## src/rtl/hs_earom_seq.sv

```systemverilog
// hs_earom_seq: EAROM access sequencer.
// Runs read, write, erase and erase-then-write cycles against an EAROM.
// Each cycle drives address, data and mode for a setup period, pulses
// ea_clk, and then for write/erase holds the program mode before
// releasing the chip. A single 16-bit down-counter times every state.
// A pending-write flag chains the write phase behind the erase phase
// of op 3.
module hs_earom_seq #(
    parameter int SETUP_CYC = 2,
    parameter int PULSE_CYC = 3,
    parameter int WRITE_CYC = 8,
    parameter int ERASE_CYC = 10
) (
    input  logic       clk_cpu_4x,
    input  logic       reset_cpu,
    input  logic       req,
    input  logic [1:0] op,
    input  logic [5:0] addr,
    input  logic [7:0] wdata,
    output logic       busy,
    output logic       done,
    output logic [7:0] rdata,
    output logic [5:0] ea_addr,
    output logic [7:0] ea_din,
    input  logic [7:0] ea_dout,
    output logic       ea_clk,
    output logic       ea_c1,
    output logic       ea_c2,
    output logic       ea_cs1
);

    // A zero duration is promoted to one cycle. An oversized duration is
    // clipped so that it still fits the 16-bit counter.
    function automatic logic [15:0] clamp_cyc(input int n);
        if (n <= 0)
            return 16'd1;
        else if (n > 65535)
            return 16'hFFFF;
        else
            return n[15:0];
    endfunction

    localparam logic [15:0] SETUP_N = clamp_cyc(SETUP_CYC);
    localparam logic [15:0] PULSE_N = clamp_cyc(PULSE_CYC);
    localparam logic [15:0] WRITE_N = clamp_cyc(WRITE_CYC);
    localparam logic [15:0] ERASE_N = clamp_cyc(ERASE_CYC);

    localparam logic [1:0] OP_READ  = 2'd0;
    localparam logic [1:0] OP_WRITE = 2'd1;
    localparam logic [1:0] OP_ERASE = 2'd2;
    localparam logic [1:0] OP_ERWR  = 2'd3;

    typedef enum logic [2:0] {
        IDLE   = 3'd0,
        SETUP  = 3'd1,
        STROBE = 3'd2,
        PROG   = 3'd3,
        HOLD   = 3'd4,
        DONE   = 3'd5
    } state_t;

    state_t      state, state_nxt;
    logic [15:0] cnt, cnt_nxt;
    logic        pend, pend_nxt;
    logic [1:0]  op_q;
    logic        accept;
    logic        read_cap;
    logic        erase_phase;
    logic [15:0] prog_n;

    // The erase phase is a plain erase, or op 3 while its write is still pending.
    assign erase_phase = (op_q == OP_ERASE) || ((op_q == OP_ERWR) && pend);
    assign prog_n      = erase_phase ? ERASE_N : WRITE_N;

    // Sample read data on the edge that leaves the strobe of a read.
    assign read_cap = (state == STROBE) && (cnt == 16'd0) && (op_q == OP_READ);

    // State register, duration counter and pending-write flag.
    always_ff @(posedge clk_cpu_4x or posedge reset_cpu) begin
        if (reset_cpu) begin
            state <= IDLE;
            cnt   <= 16'd0;
            pend  <= 1'b0;
        end else begin
            state <= state_nxt;
            cnt   <= cnt_nxt;
            pend  <= pend_nxt;
        end
    end

    // Latch the request fields on acceptance and capture the read result.
    always_ff @(posedge clk_cpu_4x or posedge reset_cpu) begin
        if (reset_cpu) begin
            op_q    <= OP_READ;
            ea_addr <= 6'd0;
            ea_din  <= 8'd0;
            rdata   <= 8'd0;
        end else begin
            if (accept) begin
                op_q    <= op;
                ea_addr <= addr;
                ea_din  <= wdata;
            end
            if (read_cap)
                rdata <= ea_dout;
        end
    end

    // Next state and counter. Each state loads (duration - 1) on entry and
    // moves on when the counter reaches zero, so the counter never wraps.
    always_comb begin
        state_nxt = state;
        cnt_nxt   = cnt;
        pend_nxt  = pend;
        accept    = 1'b0;
        case (state)
            IDLE, DONE: begin
                if (req) begin
                    accept    = 1'b1;
                    state_nxt = SETUP;
                    cnt_nxt   = SETUP_N - 16'd1;
                    pend_nxt  = (op == OP_ERWR);
                end else begin
                    state_nxt = IDLE;
                    cnt_nxt   = 16'd0;
                end
            end
            SETUP: begin
                if (cnt == 16'd0) begin
                    state_nxt = STROBE;
                    cnt_nxt   = PULSE_N - 16'd1;
                end else begin
                    cnt_nxt = cnt - 16'd1;
                end
            end
            STROBE: begin
                if (cnt == 16'd0) begin
                    if (op_q == OP_READ) begin
                        state_nxt = HOLD;
                        cnt_nxt   = 16'd0;
                    end else begin
                        state_nxt = PROG;
                        cnt_nxt   = prog_n - 16'd1;
                    end
                end else begin
                    cnt_nxt = cnt - 16'd1;
                end
            end
            PROG: begin
                if (cnt == 16'd0) begin
                    if (pend) begin
                        // Erase of op 3 is complete; start its write phase.
                        state_nxt = SETUP;
                        cnt_nxt   = SETUP_N - 16'd1;
                        pend_nxt  = 1'b0;
                    end else begin
                        state_nxt = HOLD;
                        cnt_nxt   = 16'd0;
                    end
                end else begin
                    cnt_nxt = cnt - 16'd1;
                end
            end
            HOLD: begin
                state_nxt = DONE;
                cnt_nxt   = 16'd0;
            end
            default: begin
                state_nxt = IDLE;
                cnt_nxt   = 16'd0;
                pend_nxt  = 1'b0;
            end
        endcase
    end

    // Decode the EAROM strobes, the mode bits and the status outputs from the state.
    // Being combinational, they drop as soon as reset forces IDLE.
    always_comb begin
        busy   = 1'b0;
        done   = 1'b0;
        ea_clk = 1'b0;
        ea_cs1 = 1'b0;
        ea_c1  = 1'b1;
        ea_c2  = 1'b1;
        case (state)
            SETUP, STROBE, PROG: begin
                busy   = 1'b1;
                ea_cs1 = 1'b1;
                ea_clk = (state == STROBE);
                case (op_q)
                    OP_READ:  begin ea_c1 = 1'b1; ea_c2 = 1'b0; end
                    OP_WRITE: begin ea_c1 = 1'b0; ea_c2 = 1'b0; end
                    OP_ERASE: begin ea_c1 = 1'b0; ea_c2 = 1'b1; end
                    default:  begin ea_c1 = 1'b0; ea_c2 = pend;  end
                endcase
            end
            HOLD: begin
                busy   = 1'b1;
                ea_cs1 = 1'b1;
            end
            DONE: begin
                done = 1'b1;
            end
            default: begin
                busy = 1'b0;
            end
        endcase
    end

endmodule

```

## config.mk

```make
export PLATFORM = sky130hd
export DESIGN_NAME = hs_earom_seq
export DESIGN_NICKNAME = d
export VERILOG_FILES = /design/src/rtl/hs_earom_seq.sv
export SDC_FILE = /design/constraint.sdc
export NUM_CORES = 1
export LEC_CHECK = 0
export ABC_AREA = 1
export BUFFER_PORTS_ARGS = -buffer_cell sky130_fd_sc_hd__buf_2
export CORE_MARGIN = 1.5
export CORE_UTILIZATION = 48
export DETAILED_ROUTE_END_ITERATION = 6
export HOLD_SLACK_MARGIN = 0.1
export PLACE_DENSITY_LB_ADDON = 0.05
export SKIP_LAST_GASP = 1
export SLEW_MARGIN = 0
export SYNTH_ARGS = -nofsm -noshare
export SYNTH_HDL_FRONTEND = slang
export SYNTH_SLANG_ARGS = --single-unit
```

## constraint.sdc

```tcl
create_clock -name clk_cpu_4x -period 1.5 [get_ports clk_cpu_4x]
set_clock_uncertainty 0.1 [all_clocks]
set_input_delay 0 -clock clk_cpu_4x [delete_from_list [all_inputs] [get_ports clk_cpu_4x]]
set_output_delay 0 -clock clk_cpu_4x [all_outputs]
set_load 0.005 [all_outputs]
```

==> tab_implementation.tex <==
\begin{tabular}{lr}
\hline
Metric & Value \\
\hline
\multicolumn{2}{l}{\textbf{Run status}} \\
Outcome & finished, violations left \\
Violated checks & design-rule violations, negative setup slack \\
\multicolumn{2}{l}{\textbf{Critical path}} \\
Required time of the critical path & between 1.5 and 2 ns \\
Setup crit start kind & register \\
Cell at the slowest stage of the critical path & dfrtp\_1 \\
Worst Reg-to-Reg Cells & 7 \\
Cells along the critical path & nor2\_2, nand2\_1, nor2\_4, nand2\_4, nor2\_4, nand2\_1, nand2\_1 \\
Crit-path max cell delay & 0.43 ns \\
Arrival time at the worst endpoint & 1.65 ns \\
Max Fanout on Critical Path & 8 \\
CP Capture Type & register \\
Critical path start-end classification & reg2reg \\
Most used cell, CP & nand2\_1 \\
\multicolumn{2}{l}{\textbf{Power}} \\
Logic gate share of total power & roughly three fifths \\
Net switching power & approximately 3.1 mW \\
Leakage & roughly 1.8 nW \\
Proportion of total power due to net switching & a little over two fifths \\
Part of the power in the clock network & 13.0\% \\
Worst vdd ir & around 0.00097 V \\
Power per unit of standard cell area & between 2000 and 2500 nW/um\^{}2 \\
Reg power frac & between 20\% and 30\% \\
Internal power & approximately 4.2 mW \\
\multicolumn{2}{l}{\textbf{Timing}} \\
Final critical path time including I/O delays and setup & $\sim$1.5 ns \\
Fmax achieved & 665 MHz \\
Worst-case headroom to the max-slew limit & approximately three quarters \\
Unrepaired setup endpoints after global routing & yes \\
Total setup violations reported at the end of the flow & 2 \\
Max-slew violation count & 0 \\
Portion of the clock cycle consumed by the worst path in the final layout & 100\% \\
Worst Max-Slew Pin Slew & between 0.3 and 0.4 ns \\
Final count of hold timing violations & 0 \\
Fin worst setup slack & -0.00475 ns \\
\multicolumn{2}{l}{\textbf{Yosys}} \\
Count of warnings emitted by yosys & 0 \\
Mapped cell area & between 2000 and 2500 sq um \\
Mean Syn Cell Area & 8.04 sq um \\
Library cells used by synthesis & 27 \\
Sequential-to-total area share from yosys stat & about half \\
Number of flip-flops and latches in the synthesized netlist & 44 \\
Total nets after synthesis & approximately 310 \\
Gate count after technology mapping & 280 \\
\multicolumn{2}{l}{\textbf{Drt}} \\
Vias per cell & 4.97 \\
Length of the first detailed-routing pass in iterations & 6 \\
Average detailed-routed wire length per instance & roughly 12 um \\
DR DRC count & 2 \\
DRC violation total after the first TritonRoute iteration & between 100 and 150 \\
Detail Route Antenna Nets & 0 \\
Wirelength, routed & 5630 um \\
Total via count after detailed routing & around 2300 \\
\multicolumn{2}{l}{\textbf{Placement}} \\
Half-perimeter wire length of the detailed placement result & between 3000 and 4000 um \\
Dpl cell area & between 2000 and 3000 sq um \\
Gp weighted congestion & $\sim$0.85 \\
IO Port Bufs & 54 \\
Number of placed instances, taps included & around 410 \\
\multicolumn{2}{l}{\textbf{Floorplanning}} \\
Die Y-Extent & $\sim$70 um \\
Initial standard-cell utilization of the core & between 50\% and 60\% \\
Core area & about 4400 sq um \\
Num rows & 24 \\
Total die area & approximately 5100 sq um \\
Top Ports & between 50 and 60 \\
Floorplan die width & $\sim$71 um \\
\multicolumn{2}{l}{\textbf{Global route}} \\
Vias in the first global route & 2114 \\
Maximum number of pins on one net before global-route repair & 45 \\
GRT Overall Usage & roughly 22\% \\
Global-route wire length before repair & about 9100 um \\
GRT overflow & 0 \\
Antenna violations before repair & 0 \\
\multicolumn{2}{l}{\textbf{Clocking}} \\
Clock slew at the register clock pins of the worst setup and hold paths & about 0.090 ns \\
CTS buffer count & 5 \\
Source-to-sink clock delay at the later pin of the worst-skew pair & $\sim$0.3 ns \\
Number of H-tree levels & 2 \\
Root Buffer & clkbuf\_8 \\
Clock tree from TritonCTS & done \\
Num Clock Sinks & 44 \\
Maximum buffer depth of the clock tree & 2 \\
\multicolumn{2}{l}{\textbf{Cells and area}} \\
Combined area of the multi-input logic cells & between 1000 and 1500 sq um \\
Nets & about 430 \\
Post-Layout Cell Count & about 450 \\
Area growth from synthesis to layout & 50.8\% \\
Total non-filler cell area in the finished layout & 3390 sq um \\
Fill cells & 312 \\
Most frequent standard cell in the layout excluding fill and tap cells & nand2\_1 \\
Layout cell share with drive strength beyond 1 & between 30\% and 40\% \\
Register area & 1100 sq um \\
Commonest non-fill, non-tap cells in the layout & 93 x nand2\_1, 54 x buf\_2, 41 x dfrtp\_1 \\
Number of inserted diodes & 0 \\
\multicolumn{2}{l}{\textbf{Hold path}} \\
Min-Delay Path Class & in2async \\
\multicolumn{2}{l}{\textbf{Flow run}} \\
Number of maximum-capacitance violations & 0 \\
\hline
\end{tabular}
## per-layer routing
metal	global-route usage, %	wire length (um)	vias to the layer above
li1	-	-	1120
met3	3.94	186	10
met4	5.66	65	0
met1	29.2	2540	1064
met5	0	0	-
met2	38.5	2840	58
## power groups by stage
stage / clock (mW) / combinational (mW) / sequential (mW)
finish: 0.944 / 4.21 / 2.09
global route: 1.01 / 4.71 / 2.15
CTS: 0.949 / 3.58 / 2.03
detailed placement: 0 / 3.44 / 2.04
global placement: 0 / 3.39 / 2.04
floorplan: 0 / 2.20 / 2.06
## critical path: cells and delay by family (launching register included)
kind          cells  cell delay (ns)
simple gates      7             0.89
flops             1             0.43
## state kept, by name (all words and copies together) (netlist names)
register	flops
state	3
cnt	16
rdata	8
pend	1
ea_din	8
op_q	2
ea_addr	6
## final timing paths
| check | from | endpoint | slack (ns) |
|---|---|---|---|
| worst max-delay path | cnt[4] | rdata[3] | -0.005 |
| worst min-delay path | reset_cpu | cnt[11] | 0.16 |
| worst max register to register | cnt[4] | rdata[3] | -0.005 |
| worst min register to register | ea_din[4] | ea_din[4] | 0.37 |
| max in group asynchronous | reset_cpu | state[0] | 0.90 |
| min in group clk_cpu_4x | ea_dout[6] | rdata[6] | 0.33 |
## cell usage after synthesis, drive strengths merged
library cell	count	share of area, %
nand3	28	6.4
nand4	2	0.56
inv	18	3.0
xor2	6	2.3
clkbuf	1	0.17
nor3	3	0.67
dfrtp	44	49
o21ai	11	2.6
nor2	44	8.9
xnor2	4	1.6
buf	6	2.6
o22ai	1	0.56
ha	2	1.1
a21oi	5	1.1
and3	1	0.28
nand2	104	19
## cell families after synthesis
family          Yosys count  synth area share, %
buf+inv                  25                 5.72
xor+xnor                 10                 3.89
flops                    44                 48.9
simple gates            182                 36.1
fa+ha+maj                 2                 1.11
compound gates           17                 4.28
## area by class of cell
cell class	instances	area share, %
clock buffers	5	2.03
clock inverters	3	1.36
inverters	18	1.99
multi-input cells	211	34.7
flip-flops and latches	44	32.5
well taps	52	1.92
repair buffers	120	25.4
## repair_timing
item                                   in CTS  in global routing
endpoints found under the hold margin      69                  0
resized for setup                           9                 35
pin swaps                                   3                 23
setup buffers                               0                 10
hold buffers                               26                  0
setup endpoints to repair                  18                 43
gates cloned                                0                  0
## metrics by stage
stage               power, mW  utilization, %  hold slack, ns  setup WS, ns  setup TNS, ns
floorplan                4.26               -          0.0165        0.0771              0
global placement         5.43            62.4         -0.0448       -0.0108        -0.0433
detailed placement       5.49            62.4         -0.0449       -0.0555         -0.387
CTS                      6.57            71.5           0.167      -0.00885        -0.0309
global route             7.86            76.4           0.203       -0.0907          -1.14
finish                   7.25            76.4           0.161      -0.00475       -0.00528
Note: power is estimated with default switching activity, not from simulation.
